===== config.mk =====
export PLATFORM = sky130hd
export DESIGN_NAME = din_debounce
export DESIGN_NICKNAME = d
export VERILOG_FILES = /design/src/rtl/din_debounce.sv
export SDC_FILE = /design/constraint.sdc
export NUM_CORES = 1
export LEC_CHECK = 0
export BUFFER_PORTS_ARGS = -buffer_cell sky130_fd_sc_hd__clkbuf_2
export CELL_PAD_IN_SITES_DETAIL_PLACEMENT = 1
export CELL_PAD_IN_SITES_GLOBAL_PLACEMENT = 1
export CORE_AREA = 2 2 39 41
export CTS_BUF_LIST = sky130_fd_sc_hd__clkbuf_16
export DETAILED_ROUTE_END_ITERATION = 6
export DIE_AREA = 0 0 41 43
export PLACE_DENSITY = 0.61
export SKIP_LAST_GASP = 1
export SYNTH_ARGS = -nofsm -noshare
export SYNTH_HDL_FRONTEND = slang
export SYNTH_SLANG_ARGS = --single-unit

===== constraint.sdc =====
create_clock -name clk -period 2.95 [get_ports clk]
set_clock_uncertainty 0.05 [all_clocks]
set_input_delay 0.295 -clock clk [delete_from_list [all_inputs] [get_ports clk]]
set_output_delay 0.295 -clock clk [all_outputs]
set_load 0.005 [all_outputs]

===== src/rtl/din_debounce.sv =====
// din_debounce: 2-flop synchroniser plus stability-count debouncer with edge pulses.
// Optional DIN_DEBOUNCE_EDGE_CNT_EN adds an 8-bit accepted-edge counter output.
module din_debounce #(
  parameter  int STABLE_CYCLES = 4,
  localparam int CNT_W = $clog2(STABLE_CYCLES + 1)
) (
  input  logic       clk,
  input  logic       rst,
  input  logic       raw_in,
  output logic       d_out,
  output logic       rise,
  output logic       fall,
`ifdef DIN_DEBOUNCE_EDGE_CNT_EN
  output logic [7:0] edge_cnt,
`endif
  output logic       busy
);

  localparam logic [0:0] ST_STABLE  = 1'b0;
  localparam logic [0:0] ST_PENDING = 1'b1;

  localparam logic [CNT_W-1:0] CNT_ONE  = CNT_W'(1);
  localparam logic [CNT_W-1:0] CNT_LAST = CNT_W'(STABLE_CYCLES - 1);

  logic             sync1;
  logic             sync2;
  logic [0:0]       state;
  logic [CNT_W-1:0] cnt;

  assign busy = (state == ST_PENDING);

  always_ff @(posedge clk) begin
    if (rst) begin
      sync1 <= 1'b0;
      sync2 <= 1'b0;
      state <= ST_STABLE;
      cnt   <= '0;
      d_out <= 1'b0;
      rise  <= 1'b0;
      fall  <= 1'b0;
    end else begin
      sync1 <= raw_in;
      sync2 <= sync1;
      rise  <= 1'b0;
      fall  <= 1'b0;
      unique case (state)
        ST_STABLE: begin
          if (sync2 != d_out) begin
            state <= ST_PENDING;
            cnt   <= CNT_ONE;
          end else begin
            cnt   <= '0;
          end
        end
        ST_PENDING: begin
          // A glitch that ends early leaves d_out untouched.
          if (sync2 == d_out) begin
            state <= ST_STABLE;
            cnt   <= '0;
          end else if (cnt == CNT_LAST) begin
            state <= ST_STABLE;
            cnt   <= '0;
            d_out <= sync2;
            rise  <= sync2;
            fall  <= ~sync2;
          end else begin
            cnt   <= cnt + 1'b1;
          end
        end
        default: begin
          state <= ST_STABLE;
          cnt   <= '0;
        end
      endcase
    end
  end

`ifdef DIN_DEBOUNCE_EDGE_CNT_EN
  always_ff @(posedge clk) begin
    if (rst)
      edge_cnt <= '0;
    else if (rise | fall)
      edge_cnt <= edge_cnt + 8'd1;
  end
`endif

endmodule

==> Word level (Yosys, flattened, before mapping) <==
Cells that the tools add are included.
{ "word_totals": {"in_bits": 3, "output_inout_bits": 4, "elab_cells": 25, "regBits": 9} }
{ "op_classes": {"n_bitwise": 4, "n_mux": 8, "n_eq_ne": 3, "add_sub_neg": 1, "reduce_logical": 2} }
{ "ops": {"columns": ["operator", "n"], "rows": [
  ["$mux 3", 2],
  ["$pmux 3 s2", 1],
  ["$mux 1", 4],
  ["$not 1->1", 4],
  ["$reduce_or 4->1", 1],
  ["$add 3x1->3 const B", 1],
  ["$eq 3x2->1 const B", 1],
  ["$reduce_and 3->1", 1],
  ["$pmux 1 s2", 1],
  ["$eq 1x1->1", 1],
  ["$ne 1x1->1", 1]
]} }

==> Depth between registers and ports, before layout <==
Gate-level depths: netlist of run 1.
{ "logic_depth": {"ltp_word": 4, "ltp_mapped": 4, "mapped_depth_nobuf": 4} }

==> Least setup slack after synthesis of run 1 <==
Ideal clock, no wire load.
{ "synth_path": {"path_kind": "flip-flop to flip-flop", "startpoint": "reg cnt[0]", "endpoint": "reg cnt[1]", "n_path_buf": 0, "period_less_slack_ns": 1.178, "t_arrival_ns": 1.041, "path_slack_ns": 1.772, "required_time_ns": 2.813, "setup_ns": 0.087, "path_stages_with_launch": 5, "path_cell_list": "dfxtp_1 -> ha_1 -> ha_1 -> nand2b_1 -> nor4b_2"} }
{ "synth_via": {"elab_chain_cells": 4, "word_cells_on_any_way": 5, "classes_between": "add/sub: 1; eq/ne: 1; mux: 3"} }
{ "synth_lines": {"columns": ["item", "line_no", "rtl"], "rows": [
  ["start: declaration", "28", "logic [CNT_W-1:0] cnt;"],
  ["start signal: assignment", "67", "cnt <= cnt + 1'b1;"],
  ["$add 3x1->3 or $eq 3x2->1 (tied branches)", "67, 60", null],
  ["$mux 3 *", "60", "end else if (cnt == CNT_LAST) begin"],
  ["$mux 3 *", "57", "if (sync2 == d_out) begin"],
  ["$pmux 3 s2 *", "46", "unique case (state)"]
]} }
Mark *: on every way between the ends. The rest lies on a longest branch, timed or not.
A chain may end at the register's enable or synchronous reset.

==> Final worst setup path of run 1 <==
Ends and elaborated chain as after synthesis.

==> metrics.md, run 1 <==
| Metric | Value |
|---|---|
| CTS Buf Count | `3` |
| Nets@finish | `43` |
| Total Neg Setup Slack | `0 ns` |
| Avg Synthesized Cell Area | `approximately 12 um^2` |
| Ant. Diodes | `0` |
| Synth warnings | `0` |
| Clock Power Share | `64.0%` |
| Critical Path Source Type | `flip-flop` |
| Worst Tran Pin Value | `0.3916 ns` |
| Setup repair after global routing missed its margin | `false` |
| Nature of the critical path endpoint | `flip-flop` |
| Initial core utilization | `a little under a quarter` |
| Ratio of cells with drive above 1 in the final layout | `29.73%` |
| Outcome | `finished, final reports clean` |
| Hold_buf cts | `0` |
| Die Footprint | `0.001763 mm^2` |
| H-tree depth | `1` |
| Commonest non-fill, non-tap cells in the layout | `dfxtp_1 (9), clkbuf_2 (6), clkbuf_16 (3)` |
| Logic pwr share | `approximately 1.7%` |
| Setup slack, reg-to-reg | `~1.7 ns` |
| I/O pins | `7` |
| First-pass GRT wire length | `approximately 1.0 mm` |
| Clk Latency, worst-skew pair | `about 0.23 ns` |
| GP Congestion | `about 0.65` |
| I/O Buffers | `6` |
| Sequential share of the synthesized area | `between 50% and 60%` |
| Yosys reg bits | `9` |
| Routed WL | `slightly below 600 um` |
| Hold slack | `~0.23 ns` |
| Final Core Density | `32.37%` |
| Largest net degree at the start of global routing | `10` |
| Most common cell after layout, fill and taps aside | `dfxtp_1` |
| Initial antenna violation count | `0` |
| Final non-filler cell total | `between 50 and 60` |
| Syn-to-layout area delta | `38.76%` |
| Post-Synthesis Net Count | `33` |
| DRT iter0 DRCs | `1` |
| Postcts setup bufs | `0` |
| Clock Tree Buf Depth | `2` |
| CP Max Fanout | `5` |
| Yosys cell types | `17` |
| Sw Pwr | `between 0.06 and 0.07 mW` |
| Crit share post-route | `roughly 44%` |
| PwrDens | `820.1 mW/mm^2` |
| Setup CP Type | `flip-flop to flip-flop` |
| First-pass detailed-route iteration total | `2` |
| Total track usage | `around 10%` |
| Via count of the first global-routing pass | `260` |
| CTS tree | `built` |
| Final Hold Viols | `0` |
| DRC violations left | `0` |
| Vias post-DR | `approximately 230` |
| Post-CTS Resized | `0` |
| Vias per cell | `4.377` |
| Die span in x | `~40 um` |
| Total power | `0.3673 mW` |
| Max-Cap Viols | `0` |
| Pleak | `0.1777 nW` |
| WP data required | `just over 3 ns` |
| Relative slew slack | `73.71%` |
| Total grt overflow | `0` |
| Clk slew on worst S/H paths | `0.04 ns` |
| Post-route minimum period | `about 1.3 ns` |
| Synthesized area | `roughly 320 um^2` |
| Switch share | `approximately 17%` |
| Setup violations, final | `0` |
| Die Ht | `43 um` |
| Pins Over Slew Limit | `0` |
| VDD IR max | `between 0.2 and 0.3 mV` |
| Seq pwr share | `around a third` |
| Clk sinks | `9` |
| Hold Crit Class | `primary input to flip-flop` |
| Critical Path AT | `approximately 1.4 ns` |
| Achievable Freq | `slightly below 800 MHz` |
| Filler cells | `around 160` |
| Core Box Area | `between 0.001 and 0.0015 mm^2` |
| Root Buffer | `clkbuf_16` |
| # rows | `14` |
| WL per Instance | `10.96 um` |
| Mapped Cells | `28` |
| Placed cell count | `49` |
| P_int | `slightly above 0.3 mW` |
| ANT nets after route | `0` |
-- cells in the mapped netlist (all sizes together) --
| master | number | area, um^2 |
|---|---|---|
| nor3 | 1 | 5.000 |
| nand2b | 1 | 6.260 |
| xnor2 | 1 | 8.760 |
| nor3b | 1 | 7.510 |
| nand2 | 1 | 3.750 |
| a21bo | 1 | 10.01 |
| inv | 1 | 3.750 |
| a21oi | 1 | 5.000 |
| nand3 | 1 | 5.000 |
| nor4 | 1 | 6.260 |
| ha | 2 | 25.02 |
| nor2b | 2 | 12.51 |
| clkbuf | 1 | 3.750 |
| o21a | 1 | 7.510 |
| dfxtp | 9 | 180.2 |
| nor4b | 3 | 32.53 |
-- sequential cells by signal, indices dropped and copies added, names as in the netlist --
signal / cells
cnt: 3
busy: 1
d_out: 1
fall: 1
rise: 1
sync1: 1
sync2: 1
-- final cells by class --
cell class	count	area [um^2]	share of cell area, %
clock buffer	3	75.07	16.76
clock inverter	1	3.754	0.8380
inverter	1	3.754	0.8380
multi-input combinational	17	135.1	30.17
sequential	9	180.2	40.22
tap	16	20.02	4.469
timing repair buffer	6	30.03	6.704
-- power by group through the flow --
stage | Clock (mW) | Combinational (mW) | Sequential (mW)
floorplan | 0 | 0.00442 | 0.127
global placement | 0 | 0.00631 | 0.128
detailed placement | 0 | 0.00655 | 0.128
CTS | 0.239 | 0.00662 | 0.126
global route | 0.241 | 0.00732 | 0.126
finish | 0.235 | 0.00643 | 0.126
-- critical path, stage by stage, from the launching register on --
cell and delay [ns]:
dfxtp_1 0.31, ha_1 0.20, ha_1 0.24, nand2b_1 0.19, nor4b_2 0.21
-- cells by family (layout without fill, tap and decap cells) --
| group | Yosys count | after routing | synth area share [%] |
|---|---|---|---|
| XOR/XNOR | 1 | 1 | 2.714 |
| adder cells (fa/ha/maj) | 2 | 2 | 7.751 |
| flip-flops | 9 | 9 | 55.81 |
| buffers and inverters | 2 | 11 | 2.323 |
| AO/OA/AOI/OAI | 3 | 3 | 6.976 |
| AND/OR/NAND/NOR | 11 | 11 | 24.42 |
-- metrics by stage --
step                      cell area, um^2  setup WS [ns]
after CTS                           447.9          1.644
after floorplan                     322.8          1.772
final                               447.9          1.664
after global placement              369.1          1.727
after global routing                447.9          1.527
after detailed placement            369.1          1.662
-- path summary, 6_finish.rpt --
check / endpoint / start / cells after the start
worst max-delay path: cnt[1] / cnt[0] / 4
worst min-delay path: sync1 / raw_in / 2
worst max register to register: cnt[1] / cnt[0] / 4
worst min register to register: sync2 / sync1 / 1
-- layer usage --
| layer | vias up | GRT usage (%) | wire length [um] |
|---|---|---|---|
| met5 | - | 0 | 0 |
| met4 | 0 | 16.00 | 42 |
| met1 | 106 | 8.197 | 195 |
| met2 | 7 | 14.69 | 307 |
| li1 | 115 | - | - |
| met3 | 4 | 1.571 | 35 |
(Power assumes the default switching activity.)
==> run 2, diff against run 1 <==
Settings changed: PLACE_DENSITY 0.61 to 0.63.
Clock period 2.95 ns to 1 ns, I/O delays scaled along.
==> metrics.md, run 2 (synthesis results as in run 1) <==
| Metric | Value |
|---|---|
| PwrDens | `~2000 mW/mm^2` |
| Vias post-DR | `258` |
| Metal2 WL | `roughly 330 um` |
| Worst Tran Pin Value | `~0.24 ns` |
| WP data required | `1.10 ns` |
| Die Ht | `approximately 43 um` |
| Failing checks | `setup timing` |
| DRT iter0 DRCs | `0` |
| Final Core Density | `38.88%` |
| Root Buffer | `clkbuf_16` |
| DP Wirelength | `between 500 and 600 um` |
| WL per Instance | `roughly 12 um` |
| Setup WS post-layout | `-0.1278 ns` |
| Pleak | `0.2033 nW` |
| Filler cells | `~160` |
| Commonest non-fill, non-tap cells in the layout | `dfxtp_1 (6), clkbuf_2 (6), buf_4 (4)` |
| Crit share post-route | `112.8%` |
| Clk Latency, worst-skew pair | `~0.23 ns` |
| Critical Path Source Type | `flip-flop` |
| Setup CP Type | `flip-flop to flip-flop` |
| Initial core utilization | `23.33%` |
| Via count of the first global-routing pass | `251` |
| Routed length on met3 | `~48 um` |
| Largest net degree at the start of global routing | `10` |
| Ratio of cells with drive above 1 in the final layout | `63.41%` |
| Setup violations, final | `7` |
| Die span in x | `about 41 um` |
| Hold Crit Class | `primary input to flip-flop` |
| Nature of the critical path endpoint | `flip-flop` |
| CTS tree | `built` |
| Pins Over Slew Limit | `0` |
| Post-route minimum period | `about 1.1 ns` |
| I/O pins | `7` |
| CTS Buf Count | `3` |
| Die Footprint | `approximately 0.0018 mm^2` |
| Top layer in use | `met4` |
| Multi-input combinational cell area | `about 190 um^2` |
| # rows | `14` |
| Largest Register | `cnt` |
| Initial antenna violation count | `0` |
| Syn-to-layout area delta | `66.67%` |
| Ant. Diodes | `0` |
| Clock Tree Buf Depth | `2` |
| Sequential Area | `183.9 um^2` |
| Clk sinks | `9` |
| Max FFs per register | `3` |
| Total track usage | `about an eighth` |
| Setup repair after global routing missed its margin | `true` |
| Vias per cell | `roughly 4.5` |
| M1 WL | `~290 um` |
| Hold_buf cts | `0` |
| Core Box Area | `~0.0014 mm^2` |
| Routed WL | `708 um` |
| VDD IR max | `about 1.1 mV` |
| H-tree depth | `1` |
| Critical Path AT | `roughly 1.2 ns` |
| First-pass detailed-route iteration total | `1` |
| CP Max Fanout | `5` |
| Max-Cap Viols | `0` |
| DRC violations left | `0` |
| I/O Buffers | `6` |
| ANT nets after route | `0` |
| Total grt overflow | `0` |
| Clk slew on worst S/H paths | `about 0.040 ns` |
| Postcts setup bufs | `0` |
| GP Congestion | `0.6890` |
| Outcome | `finished with violations` |
| Final Hold Viols | `0` |
| Achievable Freq | `886.6 MHz` |
| Nets@finish | `47` |
| First-pass GRT wire length | `1.131 mm` |
| Relative slew slack | `a little over four fifths` |
| Total Neg Setup Slack | `-0.6731 ns` |
run 2: cell count changes in the layout (fill, tap and decap cells not counted), moves of 2 or more:
| cell | delta |
|---|---|
| nor4b_1 | -2 |
| ha_1 | -2 |
| nor4b_2 | +2 |
| dfxtp_1 | -3 |
| dfxtp_2 | +3 |
| ha_4 | +2 |
| buf_4 | +4 |
run 2: cell type report:
cell class / instances / share of cell area [%]
well taps: 16 / 3.721
repair buffers: 10 / 11.16
clock buffers: 3 / 13.95
clock inverters: 1 / 0.6977
multi-input cells: 17 / 35.58
flip-flops and latches: 9 / 34.19
inverters: 1 / 0.6977
run 2: path summary, 6_finish.rpt:
kind               start      to  cells past startpoint  slack [ns]
setup / recovery  cnt[0]  cnt[1]                      4       -0.13
hold / removal    raw_in   sync1                      2        0.03
setup reg to reg  cnt[0]  cnt[1]                      4       -0.13
hold reg to reg    sync1   sync2                      1        0.39
run 2: metal layers:
layer | up-vias | global-route usage (%)
met5 | - | 0
met4 | 0 | 16.00
met3 | 5 | 7.853
met2 | 8 | 13.13
met1 | 121 | 11.33
li1 | 124 | -
run 2: power breakdown:
group          internal [mW]  switching [mW]
combinational         0.0153          0.0164
clock                  0.522           0.172
sequential             0.367         0.00377
total                  0.905           0.192
run 2: through the flow:
stage / total power, mW / area, um^2 / hold WS, ns / cells / setup WS (ns)
final: 1.096 / 538.0 / 0.03461 / 57 / -0.1278
after global routing: 1.142 / 538.0 / 0.05499 / 57 / -0.1696
after CTS: 1.112 / 531.8 / 0.04284 / 57 / -0.1387
after detailed placement: 0.4058 / 432.9 / 0.2866 / 53 / -0.1629
after global placement: 0.4042 / 432.9 / 0.2702 / 53 / -0.09994
after floorplan: 0.3910 / 356.6 / 0.1782 / 28 / -0.07402
run 2: what timing repair did:
item,CTS,global route
endpoints found under the setup margin,8,8
pin swaps,2,0
gates resized for setup,5,2
run 2: worst max-delay path: stages (launching register included):
cell,delay (ns)
dfxtp_2,0.33
ha_4,0.16
ha_4,0.17
nand2b_4,0.14
nor4b_2,0.19
